--- config.mk ---
export PLATFORM = sky130hd
export DESIGN_NAME = sobel_frame_ctrl
export DESIGN_NICKNAME = d
export VERILOG_FILES = /design/src/rtl/sobel_frame_ctrl.sv
export SDC_FILE = /design/constraint.sdc
export NUM_CORES = 1
export LEC_CHECK = 0
export BUFFER_PORTS_ARGS = -buffer_cell sky130_fd_sc_hd__buf_2
export CAP_MARGIN = 20
export CORE_MARGIN = 4
export CORE_UTILIZATION = 45
export CTS_CLUSTER_DIAMETER = 50
export DETAILED_ROUTE_END_ITERATION = 10
export PLACE_DENSITY = 0.66
export SLEW_MARGIN = 20
export SYNTH_ARGS = -nofsm -noshare
export SYNTH_HDL_FRONTEND = slang
export SYNTH_SLANG_ARGS = --single-unit
--- constraint.sdc ---
create_clock -name clk -period 3.4 [get_ports clk]
set_input_delay 0.51 -clock clk [delete_from_list [all_inputs] [get_ports clk]]
set_output_delay 0.51 -clock clk [all_outputs]
set_load 0.1 [all_outputs]
--- src/rtl/sobel_frame_ctrl.sv ---
// sobel_frame_ctrl: admits whole camera frames into the sobel engine, holds its threshold per frame,
// counts output edge pixels, flags malformed frames and optionally steers the threshold per frame.
module sobel_frame_ctrl #(
  parameter logic [8:0]  IMG_HDISP = 9'd320,
  parameter logic [7:0]  IMG_VDISP = 8'd240,
  parameter logic [7:0]  THR_INIT  = 8'd64,
  parameter logic [7:0]  THR_MIN   = 8'd16,
  parameter logic [7:0]  THR_MAX   = 8'd240,
  parameter logic [7:0]  THR_STEP  = 8'd4,
  parameter logic [16:0] TARGET_LO = 17'd3840,
  parameter logic [16:0] TARGET_HI = 17'd11520,
  parameter logic [15:0] DRAIN_MAX = 16'd4096
) (
  input  logic        clk,
  input  logic        rst,
  input  logic        enable,
  input  logic        auto_thr_en,
  input  logic [7:0]  cfg_threshold,
  input  logic        in_vsync,
  input  logic        in_href,
  input  logic        in_clken,
  input  logic [7:0]  in_img,
  output logic        out_vsync,
  output logic        out_href,
  output logic        out_clken,
  output logic [7:0]  out_img,
  output logic [7:0]  sobel_threshold,
  input  logic        post_vsync,
  input  logic        post_href,
  input  logic        post_clken,
  input  logic        post_bit,
  output logic        busy,
  output logic        frame_done,
  output logic        frame_err,
  output logic [16:0] edge_count,
  output logic [15:0] frame_cnt
);
  localparam logic [1:0] S_IDLE = 2'd0, S_ARM = 2'd1, S_RUN = 2'd2, S_DRAIN = 2'd3;
  localparam logic [16:0] PIX_TOT = 17'(IMG_HDISP) * 17'(IMG_VDISP);
  logic [1:0]  state_q, state_d;
  logic        vs_d_q, pvs_d_q;
  logic        out_vsync_q, out_vsync_d, out_href_q, out_href_d, out_clken_q, out_clken_d;
  logic [7:0]  out_img_q, out_img_d, thr_q, thr_d, thr_auto_q, thr_auto_d;
  logic [16:0] pix_acc_q, pix_acc_d, edge_acc_q, edge_acc_d, edge_count_q, edge_count_d;
  logic [15:0] drain_q, drain_d, frame_cnt_q, frame_cnt_d;
  logic        frame_done_q, frame_done_d, frame_err_q, frame_err_d;
  logic        run, drain, fs, fe, close, tmo, cnt_err, pix_v, enter_run;
  logic [8:0]  up9, dn9;
  logic [7:0]  thr_up, thr_dn, thr_next;
  always_comb begin
    run = state_q == S_RUN;
    drain = state_q == S_DRAIN;
    fs = vs_d_q & ~in_vsync;
    fe = ~vs_d_q & in_vsync;
    close = drain & ~pvs_d_q & post_vsync;
    tmo = drain & ~close & (drain_q == DRAIN_MAX - 16'd1);
    cnt_err = pix_acc_q != PIX_TOT;
    pix_v = (run | drain) & post_href & post_clken;
    state_d = state_q;
    case (state_q)
      S_IDLE:  state_d = enable ? S_ARM : S_IDLE;
      S_ARM:   state_d = !enable ? S_IDLE : in_vsync ? S_RUN : S_ARM;
      S_RUN:   state_d = fe ? S_DRAIN : S_RUN;
      default: state_d = (close | tmo) ? (enable ? S_ARM : S_IDLE) : S_DRAIN;
    endcase
    enter_run = (state_q == S_ARM) & (state_d == S_RUN);
    pix_acc_d = enter_run ? 17'd0 : (pix_v && pix_acc_q != '1) ? pix_acc_q + 17'd1 : pix_acc_q;
    edge_acc_d = enter_run ? 17'd0 : (pix_v && post_bit && edge_acc_q != '1) ? edge_acc_q + 17'd1 : edge_acc_q;
    drain_d = (run & fe) ? 16'd0 : drain ? drain_q + 16'd1 : drain_q;
    out_vsync_d = run ? in_vsync : 1'b1;
    out_href_d = run & in_href;
    out_clken_d = run & in_clken;
    out_img_d = run ? in_img : 8'd0;
    thr_d = (run & fs) ? (auto_thr_en ? thr_auto_q : cfg_threshold) : thr_q;
    // 9-bit step arithmetic so neither direction can wrap past the clamp bounds
    up9 = {1'b0, thr_auto_q} + {1'b0, THR_STEP};
    dn9 = {1'b0, thr_auto_q} - {1'b0, THR_STEP};
    thr_up = (up9 > {1'b0, THR_MAX}) ? THR_MAX : up9[7:0];
    thr_dn = (dn9[8] || dn9[7:0] < THR_MIN) ? THR_MIN : dn9[7:0];
    thr_next = !auto_thr_en ? cfg_threshold : (edge_acc_q > TARGET_HI) ? thr_up :
               (edge_acc_q < TARGET_LO) ? thr_dn : thr_auto_q;
    thr_auto_d = (close & ~cnt_err) ? thr_next : thr_auto_q;
    edge_count_d = close ? edge_acc_q : edge_count_q;
    frame_cnt_d = frame_cnt_q + {15'd0, close};
    frame_done_d = close;
    frame_err_d = (close & cnt_err) | tmo;
  end
  always_ff @(posedge clk) begin
    if (rst) begin
      state_q <= S_IDLE;
      vs_d_q <= 1'b1;
      pvs_d_q <= 1'b1;
      out_vsync_q <= 1'b1;
      out_href_q <= 1'b0;
      out_clken_q <= 1'b0;
      out_img_q <= 8'd0;
      thr_q <= THR_INIT;
      thr_auto_q <= THR_INIT;
      pix_acc_q <= 17'd0;
      edge_acc_q <= 17'd0;
      drain_q <= 16'd0;
      edge_count_q <= 17'd0;
      frame_cnt_q <= 16'd0;
      frame_done_q <= 1'b0;
      frame_err_q <= 1'b0;
    end else begin
      state_q <= state_d;
      vs_d_q <= in_vsync;
      pvs_d_q <= post_vsync;
      out_vsync_q <= out_vsync_d;
      out_href_q <= out_href_d;
      out_clken_q <= out_clken_d;
      out_img_q <= out_img_d;
      thr_q <= thr_d;
      thr_auto_q <= thr_auto_d;
      pix_acc_q <= pix_acc_d;
      edge_acc_q <= edge_acc_d;
      drain_q <= drain_d;
      edge_count_q <= edge_count_d;
      frame_cnt_q <= frame_cnt_d;
      frame_done_q <= frame_done_d;
      frame_err_q <= frame_err_d;
    end
  end
  assign out_vsync = out_vsync_q;
  assign out_href = out_href_q;
  assign out_clken = out_clken_q;
  assign out_img = out_img_q;
  assign sobel_threshold = thr_q;
  assign busy = state_q != S_IDLE;
  assign frame_done = frame_done_q;
  assign frame_err = frame_err_q;
  assign edge_count = edge_count_q;
  assign frame_cnt = frame_cnt_q;
endmodule

Yosys cells after proc, flatten, opt, wreduce, memory -nomap -nowiden
Cells that the tools add are included.
{"block": "word_totals", "regBits": 116, "out_inout_bits": 55}
{"block": "op_classes", "addsub": 6, "n_lt_le_gt_ge": 4, "eq_ne": 9, "muxes": 12, "bitwise": 24, "n_reduce_logical": 10}
{"cell": "$ne 17x17->1 const B", "count": 3}
{"cell": "$mux 8", "count": 6}
{"cell": "$add 17x1->17 const B", "count": 2}
{"cell": "$gt 17x14->1 const B", "count": 1}
{"cell": "$lt 17x12->1 const B", "count": 1}
{"cell": "$add 16x1->16", "count": 1}
{"cell": "$add 16x1->16 const B", "count": 1}
{"cell": "$eq 16x12->1 const B", "count": 1}
{"cell": "$and 1x1->1", "count": 15}
{"cell": "$add 8x3->9 const B", "count": 1}
{"cell": "$gt 9x8->1 const B", "count": 1}
{"cell": "$sub 8x3->9 const B", "count": 1}
{"cell": "$lt 8x5->1 const B", "count": 1}
{"cell": "$eq 2x2->1 const B", "count": 3}
{"cell": "$mux 2", "count": 3}
{"cell": "$not 1->1", "count": 6}
{"cell": "$pmux 2 s3", "count": 1}
{"cell": "$reduce_or 2->1", "count": 3}
{"cell": "$logic_and 1x1->1", "count": 3}
{"cell": "$ne 3x1->1 const B", "count": 1}
{"cell": "$or 1x1->1", "count": 3}
{"cell": "$eq 2x1->1 const B", "count": 1}
{"cell": "$logic_not 2->1", "count": 1}
{"cell": "$mux 1", "count": 2}
{"cell": "other kinds (3)", "count": 3}

Depth between registers and ports, before layout
{"block": "depth", "depth_word": 12, "depth_mapped": 12, "mapped_depth_nobuf": 10}

Worst setup path after synthesis
OpenSTA, ideal clock, no wires.
{"block": "synth_timing", "path_type": "register -> register", "start": "register state_q[1]", "end": "register frame_cnt_q[14] (netlist: frame_cnt[14])", "setup_ns": 0.070, "arrival_ns": 2.307, "required_time_ns": 3.330, "slack_ns": 1.023, "stages_incl_launch_ff": 12, "n_path_buf": 3, "cell_sequence": "dfxtp_1 buf_2 and2_1 clkbuf_1 nand2_1 inv_1 clkbuf_1 ha_1 ha_1 nand4_1 or3_1 a21oi_1"}
{"block": "synth_via", "elab_chain_cells": 4}
{"item": "start, declared", "line": "40", "rtl": "logic [1:0] state_q, state_d;"}
{"item": "start signal, assigned", "line": "107", "rtl": "state_q <= state_d;"}
{"item": "$eq 2x2->1", "line": "52", "rtl": "drain = state_q == S_DRAIN;"}
{"item": "$and 1x1->1 (2 in a row)", "line": "55", "rtl": "close = drain & ~pvs_d_q & post_vsync;"}
{"item": "via close", "line": "47", "rtl": "logic run, drain, fs, fe, close, tmo, cnt_err, pix_v, enter_run;"}
{"item": "$add 16x1->16", "line": "84", "rtl": "frame_cnt_d = frame_cnt_q + {15'd0, close};"}
{"item": "end signal, assigned", "line": "120", "rtl": "frame_cnt_q <= frame_cnt_d;"}
{"item": "end, declared", "line": "45", "rtl": "logic [15:0] drain_q, drain_d, frame_cnt_q, frame_cnt_d;"}
The timed path passes the listed nets, and every way through them passes these cells.
A chain may end at the register's enable or synchronous reset.

Worst setup path after layout
{"block": "layout_timing", "start": "register thr_auto_q[3]", "end": "register thr_auto_q[1]"}
{"block": "layout_via", "elab_chain_cells": 7}
{"item": "start, declared", "line": "43", "rtl": "logic [7:0] out_img_q, out_img_d, thr_q, thr_d, thr_auto_q, thr_auto_d;"}
{"item": "start signal, assigned", "line": "115", "rtl": "thr_auto_q <= thr_auto_d;"}
{"item": "$sub 8x3->9", "line": "77", "rtl": "dn9 = {1'b0, thr_auto_q} - {1'b0, THR_STEP};"}
{"item": "$lt 8x5->1", "line": "79", "rtl": "thr_dn = (dn9[8] || dn9[7:0] < THR_MIN) ? THR_MIN : dn9[7:0];"}
{"item": "$logic_or 1x1->1", "line": "79"}
{"item": "$mux 8", "line": "79"}
{"item": "$mux 8", "line": "81", "rtl": "(edge_acc_q < TARGET_LO) ? thr_dn : thr_auto_q;"}
{"item": "$mux 8 (*) (2 in a row)", "line": "80", "rtl": "thr_next = !auto_thr_en ? cfg_threshold : (edge_acc_q > TARGET_HI) ? thr_up :"}
Every way passes the cells marked *; elsewhere a longest branch is shown, timed or not. The select of a mux whose other input is x is not followed.

==> results.py <==
metrics = {
    "sta": {
        "maxSlewViolCount": 0,
        "max_slew_margin": 0.531,
        "rsz0062_at_grt": "false",
        "post-route-period-util": 0.748,
        "period_minus_slack_ps": 2540,
        "layout_setup_ws_ps": 858,
        "fin_skew_ps": 6.59,
        "setup_viol_count_final": 0,
        "setup-tns-final_ps": 0,
        "clock.fmax_ghz": 0.393,
        "final-hold-violation-count": 0,
        "worst_pin_slew_ps": 686,
    },
    "run": {
        "drv_cap": 0,
    },
    "placement": {
        "place_congestion": 0.894,
        "io_buffers": 81,
        "placed_area_mm2": 0.00580,
        "place_hpwl_um": 8900,
        "place_ws_ps": 901,
    },
    "yosys": {
        "seq_area_frac_synth": 0.439,
        "yosysTopAreaCell": "dfxtp_1",
        "synthesis.nets": 669,
        "synth_cell_type_count": 57,
        "yosysTopAreaCellShare": 0.439,
        "synthTopCellsByCount": "116 x dfxtp_1, 83 x nor2_1, 82 x nand2_1, 42 x a21oi_1, 33 x xor2_1",
        "synth-async-reset-ratio": 0,
        "syn_area_per_cell_um2": 8.39,
        "ys_seq_elements": 116,
        "synth_cells": 630,
        "syn_area_mm2": 0.00529,
        "ys_warn_count": 0,
        "synth_edf_count": 0,
        "yosysMostFrequentCell": "dfxtp_1",
        "ys.flop_type": "dfxtp_1",
        "synthTopCellsByArea": "dfxtp_1 44%, nor2_1 5.9%, nand2_1 5.8%",
    },
    "clock_network": {
        "cts_htree_levels": 4,
        "insertion_delay_ps": 410,
        "cts_buffer_depth": 2,
        "cts_resized": 0,
        "cts_setup_buffers": 0,
        "cts_root_buf": "clkbuf_16",
        "cts_inserted_buffers": 17,
        "cts_tree": "done",
        "cts.sinks": 116,
        "cts_hold_buf": 0,
        "clkSlewWorstSetupHoldPaths_ps": 50,
    },
    "pwr": {
        "switching_share": 0.205,
        "p_clk_frac": 0.538,
        "p_leak_uw": 0.00256,
        "peakVddDrop_uv": 480,
        "p_int_uw": 2560,
        "power.density_mw_per_mm2": 505,
        "combPwrFrac": 0.036,
        "switchingPower_uw": 661,
        "pwr-share-seq": 0.426,
    },
    "die": {
        "die-height_um": 116,
        "die_w_um": 116,
        "coreArea_mm2": 0.0115,
        "die_area_mm2": 0.0135,
        "num_rows": 39,
        "ios": 82,
        "initial_utilization": 0.461,
    },
    "critical_path": {
        "critPathLaunchType": "flip-flop",
        "cp_data_required_time_ps": 3670,
        "cp_top_family": "compound AO/OA/AOI/OAI gates",
        "crit_buf_inv": 1,
        "path_cells": "inv_1, ha_1, or4b_1, a21oi_1, o2111ai_1, o22a_1, o21ai_0, a21oi_1",
        "path_common_cell": "a21oi_1",
        "crit_start": "thr_auto_q[3]$_SDFFE_PP0P_",
        "endpoint_kind": "flip-flop",
        "slowest_delay_ps": 550,
        "cp_data_arrival_time_ps": 2820,
        "slowest_stage": "dfxtp_1",
        "timing.rr.start": "thr_auto_q[3]$_SDFFE_PP0P_",
        "worstSetupPathType": "reg2reg",
        "cp_max_fo": 11,
    },
    "global_route": {
        "grt-ovfl-total": 0,
        "grt_pass1_wl_um": 20400,
        "antenna_found_initial": 0,
        "grt_use_total": 0.190,
        "grt_start_max_net_pins": 57,
        "grt_pass1_vias": 4276,
    },
    "routing": {
        "drc": 0,
        "avgRoutedWirePerCell_um": 14.5,
        "drt_iter0_drc": 242,
        "routed_wl_um": 12400,
        "vias_per_cell": 5.42,
        "vias": 4655,
        "drtAntennaViolNets": 0,
        "first_pass_iters": 5,
    },
    "layout": {
        "antenna_cells": 0,
        "fin_area_mm2": 0.00638,
        "fin_util": 0.556,
        "area_delta_synth_final_pct": 20.6,
        "layout.nets": 744,
        "layout-drive-gt1-share": 0.176,
    },
    "min_path": {
        "hold_start": "in_href",
        "hp-class": "in2reg",
    },
    "status": {
        "status": "finished, final reports clean",
    },
}
[worst paths after layout]
path | slack (ps) | cells past startpoint | to
setup reg to reg | 860 | 8 | thr_auto_q[1]$_SDFFE_PP0P_
hold reg to reg | 460 | 2 | edge_count[2]$_SDFFE_PP0P_
hold / removal | 330 | 2 | out_href$_SDFF_PP0_
setup / recovery | 860 | 8 | thr_auto_q[1]$_SDFFE_PP0P_
[logic make-up (layout without fill, tap and decap cells)]
group | after synthesis | after routing | share of synthesized area
buf+inv | 46 | 132 | 0.0336
xor+xnor | 49 | 49 | 0.0812
compound gates | 107 | 107 | 0.125
fa+ha+maj | 12 | 12 | 0.0284
flops | 116 | 116 | 0.439
mux | 8 | 8 | 0.0154
simple gates | 292 | 292 | 0.277
[state kept, by name (all words and copies together), names as in the netlist, 2 cells and up]
signal and flops:
drain_q 16, edge_acc_q 17, edge_count 17, frame_cnt 16
out_img 8, pix_acc_q 17, sobel_threshold 8, state_q 2
thr_auto_q 8
[cells in the final DEF (no fill, tap or decap), types with 5 or more instances in the layout]
cell type / instances
o21ai_0: 22
buf_2: 81
nand2_1: 82
nor2_1: 83
and4_1: 7
or3_1: 11
nor3_1: 9
xnor2_1: 16
a21oi_1: 42
nand3_1: 20
a31oi_1: 6
buf_4: 7
mux2i_1: 7
nand4_1: 17
dfxtp_1: 116
clkbuf_8: 5
and3_1: 19
clkbuf_16: 17
xor2_1: 33
inv_1: 13
a211oi_1: 6
ha_1: 12
nor2b_1: 10
[stage by stage]
stage / hold WS (ps) / power [µW] / cells
after global placement: 444 / 1520 / 829
after CTS: 300 / 3260 / 859
after floorplan: 454 / 1480 / 630
final: 326 / 3220 / 859
after detailed placement: 450 / 1520 / 829
after global routing: 306 / 3340 / 859
[layer usage]
| metal | global-route usage | part of all wire | vias up |
|---|---|---|---|
| met5 | 0 | 0 | - |
| met4 | 0.0889 | 0.017 | 0 |
| met3 | 0.0549 | 0.070 | 23 |
| met2 | 0.286 | 0.45 | 129 |
| met1 | 0.250 | 0.46 | 2141 |
| li1 | - | - | 2362 |
[power groups by stage]
stage | clock network [µW] | registers, µW | logic [µW]
6_report | 1730 | 1370 | 115
5_1_grt | 1840 | 1370 | 125
4_1_cts | 1770 | 1370 | 116
3_5_place_dp | 0 | 1400 | 115
3_3_place_gp | 0 | 1400 | 115
2_1_floorplan | 0 | 1420 | 59.0
[area by class of cell]
cell class	count	area, µm²
Multi-Input combinational cell	468	2790
Tap cell	143	179
Inverter	14	52.6
Clock buffer	26	509
Fill cell	1043	5090
Timing Repair Buffer	88	458
Clock inverter	4	70.1
Sequential cell	116	2320
No activity file was read; power rests on OpenSTA's default activity.
